### config.mk
export PLATFORM = sky130hd
export DESIGN_NAME = layered_objects_mux
export DESIGN_NICKNAME = d
export VERILOG_FILES = /design/src/rtl/layered_objects_mux.sv
export SDC_FILE = /design/constraint.sdc
export NUM_CORES = 1
export LEC_CHECK = 0
export ABC_AREA = 1
export BUFFER_PORTS_ARGS = -buffer_cell sky130_fd_sc_hd__buf_2
export CELL_PAD_IN_SITES_DETAIL_PLACEMENT = 2
export CELL_PAD_IN_SITES_GLOBAL_PLACEMENT = 2
export CORE_UTILIZATION = 38
export DETAILED_ROUTE_END_ITERATION = 7
export GPL_TIMING_DRIVEN = 0
export PLACE_DENSITY = 0.86
export SYNTH_ARGS = -nofsm -noshare
export SYNTH_HDL_FRONTEND = slang
export SYNTH_SLANG_ARGS = --single-unit
export TNS_END_PERCENT = 10
### constraint.sdc
create_clock -name clk -period 27.5 [get_ports clk]
set_input_delay 5.5 -clock clk [delete_from_list [all_inputs] [get_ports clk]]
set_output_delay 5.5 -clock clk [all_outputs]
set_load 0.05 [all_outputs]
### src/rtl/layered_objects_mux.sv
// Pipelined priority compositor for the VGA path: NUM_LAYERS layers plus background,
// with colour-key transparency, frame-synchronous enables, blink and hit-flash effects.
module layered_objects_mux #(
    parameter int                NUM_LAYERS   = 14,
    parameter int                RGB_W        = 8,
    parameter logic [RGB_W-1:0]  TRANSPARENT  = 8'hFF,
    parameter int                BLINK_PERIOD = 16,
    parameter int                FLASH_FRAMES = 8,
    parameter logic [RGB_W-1:0]  FLASH_RGB    = 8'hE0
) (
    input  logic                            clk,
    input  logic                            reset,
    input  logic                            startOfFrame,
    input  logic [NUM_LAYERS-1:0]           layer_en,
    input  logic [NUM_LAYERS-1:0]           blink_mask,
    input  logic [NUM_LAYERS-1:0]           flash_req,
    input  logic [NUM_LAYERS-1:0]           layerDR,
    input  logic [NUM_LAYERS*RGB_W-1:0]     layerRGB,
    input  logic [RGB_W-1:0]                bgRGB,
    output logic [RGB_W-1:0]                RGBOut,
    output logic [$clog2(NUM_LAYERS+1)-1:0] topLayer
);

    localparam int                TOP_W      = $clog2(NUM_LAYERS + 1);
    localparam int                FC_W       = (BLINK_PERIOD > 1) ? $clog2(BLINK_PERIOD) : 1;
    localparam logic [FC_W-1:0]   FC_LAST    = FC_W'(BLINK_PERIOD - 1);
    localparam logic [7:0]        FLASH_LOAD = 8'(FLASH_FRAMES);

    logic [NUM_LAYERS-1:0]       en_q;
    logic [NUM_LAYERS-1:0]       blink_q;
    logic [FC_W-1:0]             frame_cnt;
    logic                        blink_phase;
    logic [7:0]                  flash_cnt [NUM_LAYERS];

    logic [NUM_LAYERS-1:0]       eligible;
    logic [NUM_LAYERS-1:0]       flashing;

    logic [NUM_LAYERS-1:0]       elig_q;
    logic [NUM_LAYERS-1:0]       flash_q;
    logic [NUM_LAYERS*RGB_W-1:0] rgb_q;
    logic [RGB_W-1:0]            bg_q;

    logic [TOP_W-1:0]            win_idx;
    logic [RGB_W-1:0]            win_rgb;

    // Enables and blink mask are shadowed so a mid-frame change never tears a frame.
    always_ff @(posedge clk or posedge reset) begin
        if (reset) begin
            en_q        <= '1;
            blink_q     <= '0;
            frame_cnt   <= '0;
            blink_phase <= 1'b0;
        end else if (startOfFrame) begin
            en_q    <= layer_en;
            blink_q <= blink_mask;
            if (frame_cnt == FC_LAST) begin
                frame_cnt   <= '0;
                blink_phase <= ~blink_phase;
            end else begin
                frame_cnt <= frame_cnt + FC_W'(1);
            end
        end
    end

    // NOTE: the flash counters are effect state, not storage, so they must clear on reset
    // like any other register; only true data memories are left unreset.
    always_ff @(posedge clk or posedge reset) begin
        if (reset) begin
            for (int i = 0; i < NUM_LAYERS; i++) flash_cnt[i] <= '0;
        end else begin
            for (int i = 0; i < NUM_LAYERS; i++) begin
                if (flash_req[i])
                    flash_cnt[i] <= FLASH_LOAD;
                else if (startOfFrame && flash_cnt[i] != 8'd0)
                    flash_cnt[i] <= flash_cnt[i] - 8'd1;
            end
        end
    end

    // NOTE: combinational blocks use blocking assignments and give every output a default
    // first, so no path through the block can leave a latch behind.
    always_comb begin
        eligible = '0;
        flashing = '0;
        for (int i = 0; i < NUM_LAYERS; i++) begin
            flashing[i] = (flash_cnt[i] != 8'd0);
            eligible[i] = layerDR[i] & en_q[i] & ~(blink_q[i] & blink_phase)
                        & (layerRGB[i*RGB_W +: RGB_W] != TRANSPARENT);
        end
    end

    always_ff @(posedge clk or posedge reset) begin
        if (reset) begin
            elig_q  <= '0;
            flash_q <= '0;
            rgb_q   <= '0;
            bg_q    <= '0;
        end else begin
            elig_q  <= eligible;
            flash_q <= flashing;
            rgb_q   <= layerRGB;
            bg_q    <= bgRGB;
        end
    end

    // Scan from lowest priority upward so the lowest-index eligible layer wins.
    always_comb begin
        win_idx = TOP_W'(NUM_LAYERS);
        win_rgb = bg_q;
        for (int i = NUM_LAYERS - 1; i >= 0; i--) begin
            if (elig_q[i]) begin
                win_idx = TOP_W'(i);
                win_rgb = flash_q[i] ? FLASH_RGB : rgb_q[i*RGB_W +: RGB_W];
            end
        end
    end

    always_ff @(posedge clk or posedge reset) begin
        if (reset) begin
            RGBOut   <= '0;
            topLayer <= TOP_W'(NUM_LAYERS);
        end else begin
            RGBOut   <= win_rgb;
            topLayer <= win_idx;
        end
    end

endmodule

==> metrics <==
CTS tree built; Slew @ Worst Pin 0.770 ns; GR Util All Layers 27.1%; Fin. Hold Viols 0; cts repair resizes 0; initial antenna violation count 8; Mapped Nets 1578; simple-gate share of the synthesized area 20.6%; DR vias 11100; share of cells above drive strength 1 18.0%; CTS root buf clkbuf_16; vias in the first global route 12800; R2R setup slack 25.21 ns; Max clock buf depth 3; CP endpoint kind flip-flop; Initial Util 39.0%; pin count of the biggest net entering global routing 122; Yosys top cell area share 56.4%; Yosys warning count 0; arrival time of the worst setup path 7.36 ns; vias per cell 5.33; post-CTS setup buffer count 0; outcome completed; number of max-cap violations 0; CTS buffer count 37; Reg-to-Reg End RGBOut[0]; Core Util, Final 47.7%; die span in y 185 µm; Hold Crit Depth 1; Register Area 7650 µm²; total congestion overflow 0; routed len/inst 22.1 µm; Yosys cell types 38; port bufs 190; Critical Path RT 27.95 ns; die width 185 µm; FP Rows 66; H-tree depth 2; Setup Viol. Count Final 0; r2r worst-path depth 15; Relative slew margins 48.7%; I/O pins 191; sequential fraction of the synthesis area 59.9%; Worst Path Class, Setup input port to flip-flop; clk_skew 0.0173 ns; final wirelength 46.0 mm; area grow syn2layout 22.3%; setup tns final 0 ns; Post-DP Area 14300 µm²; total power 0.00122 W; worst min-delay path category flip-flop to flip-flop; pwr/cell area 77.9 nW/µm²; Pre-Repair DR Iteration Count 4; Synth Area in XOR/XNOR 0.480%; multi-input logic area 4500 µm²; cell area after layout 15600 µm²; post-detail-place hpwl 31.9 mm; clk_lat worst skew 0.52 ns; crit path launch type input port; fmax 145 MHz; worst r2r src elig_q[12]; Hold Path End elig_q[11]; compound-cell area share of the yosys netlist 11.3%; initial DRC count 550; worst vdd ir 0.0398 mV; first-pass GRT wire length 71.0 mm; RSZ-0062 raised after global routing false; main combinational cell family by area after synthesis simple AND/OR/NAND/NOR gates; hold_ws 0.464 ns; largest cells by area after synthesis dfrtp_1 56%, nand2_1 9.0%, nor2_1 4.7%; Clock Sinks 305; CP Max Fanout 10; Post-Syn Instances 1370; core region area 32800 µm²; final-report max-slew violation count 0; mux cell area share after synthesis 0%; Period Utilization, post-route 25.1%; syn_area_per_cell 9.32 µm²; Die Footprint 34400 µm²; Synth Area in Adders 2.84%; ANT nets after route 0; # fillers 3608; Yosys reg bits 305; # DRC 0; # hold bufs at CTS 0; Final Wtd Congestion 0.820; worst hold start blink_q[11]; Netlist Area Pre-Place 12800 µm²; min Tclk post-route 6.91 ns; Leak 7.52 nW; net count reported at finish 1809; clk slew on worst S/H paths 0.07 ns; dominant cell type by area after synthesis dfrtp_1
-- critical path: stages --
cell and delay, ns:
buf_2 0.12, buf_2 0.20, inv_1 0.11, clkbuf_1 0.56, buf_1 0.59, nand2_1 0.12
nand2_1 0.14
-- registers in the layout, indices dropped and copies added, names as in the netlist --
signal	count
flash_cnt	112
rgb_q	112
blink_q	14
elig_q	14
en_q	14
flash_q	14
RGBOut	8
bg_q	8
frame_cnt	4
topLayer	4
blink_phase	1
-- layout by cell type (no fill, tap or decap), types with 7 or more instances in the layout --
cell type  count
a211oi_1      20
a32oi_1       22
o31ai_1        9
inv_1        149
o21a_1         7
dfrtp_1      288
nand2_1      305
clkbuf_8      10
nor3_1        37
nor2_1       160
nand4_1       46
clkinv_2      11
o21ai_0       99
ha_1          29
clkbuf_1       9
nand3_1       38
buf_2        193
clkbuf_16     39
dfstp_2       17
nand3b_1       8
a21oi_1       79
diode_2        9
-- final cells by class --
class | count | area share [%]
Sequential cell | 305 | 49.0
Multi-Input combinational cell | 901 | 28.8
Clock buffer | 53 | 7.22
Timing Repair Buffer | 192 | 6.44
Inverter | 152 | 3.70
Tap cell | 442 | 3.54
Clock inverter | 15 | 0.841
Buffer | 12 | 0.336
Antenna cell | 9 | 0.144
-- synthesized netlist by cell type, drive strengths merged --
cell type / instances
xnor2: 2
nor4: 4
or2: 4
ha: 29
o21ai: 101
o32ai: 2
a21oi: 79
o21a: 7
or3: 2
xor2: 5
nand2: 307
nand3b: 8
buf: 7
nor2: 167
a32o: 2
dfrtp: 288
a31oi: 6
a211oi: 20
nor3b: 1
nand4: 46
dfstp: 17
nand3: 38
inv: 152
a221oi: 1
clkbuf: 5
o31ai: 9
a32oi: 22
nor3: 39
-- cell families (layout without fill, tap and decap cells) --
family,Yosys count,in the layout
compound gates,249,249
xor+xnor,7,7
fa+ha+maj,29,29
buf+inv,164,424
flops,305,305
other cells,0,9
simple gates,616,616
-- report_power, final --
group / leakage (nW) / internal [W] / switching [W]
registers: 3.69 / 0.000492 / 0.0000316
clock network: 0.633 / 0.000305 / 0.000198
logic: 3.20 / 0.0000562 / 0.000134
-- layer usage --
layer  vias up  track usage, %  wire (µm)
li1       5022               -          -
met1      5735            33.1      19000
met2       240            48.8      24000
met3        88            3.22       1510
met4         2            9.95       1450
met5         -               0         13
-- worst max-delay path by stage --
stage / start / to / cells after the start
6_report: startOfFrame / blink_q[5] / 7
4_1_cts: startOfFrame / blink_q[5] / 7
3_3_place_gp: reset / flash_cnt[20] / 2
2_1_floorplan: reset / RGBOut[0] / 1
3_5_place_dp: startOfFrame / en_q[12] / 7
5_1_grt: startOfFrame / blink_q[5] / 7
-- metrics by stage --
stage	std cells	setup WS (ns)
floorplan	1370	13.60
global placement	2002	10.07
detailed placement	2004	20.09
CTS	2072	20.55
global route	2081	20.46
finish	2081	20.59
Power figures use the tool's default switching activity.
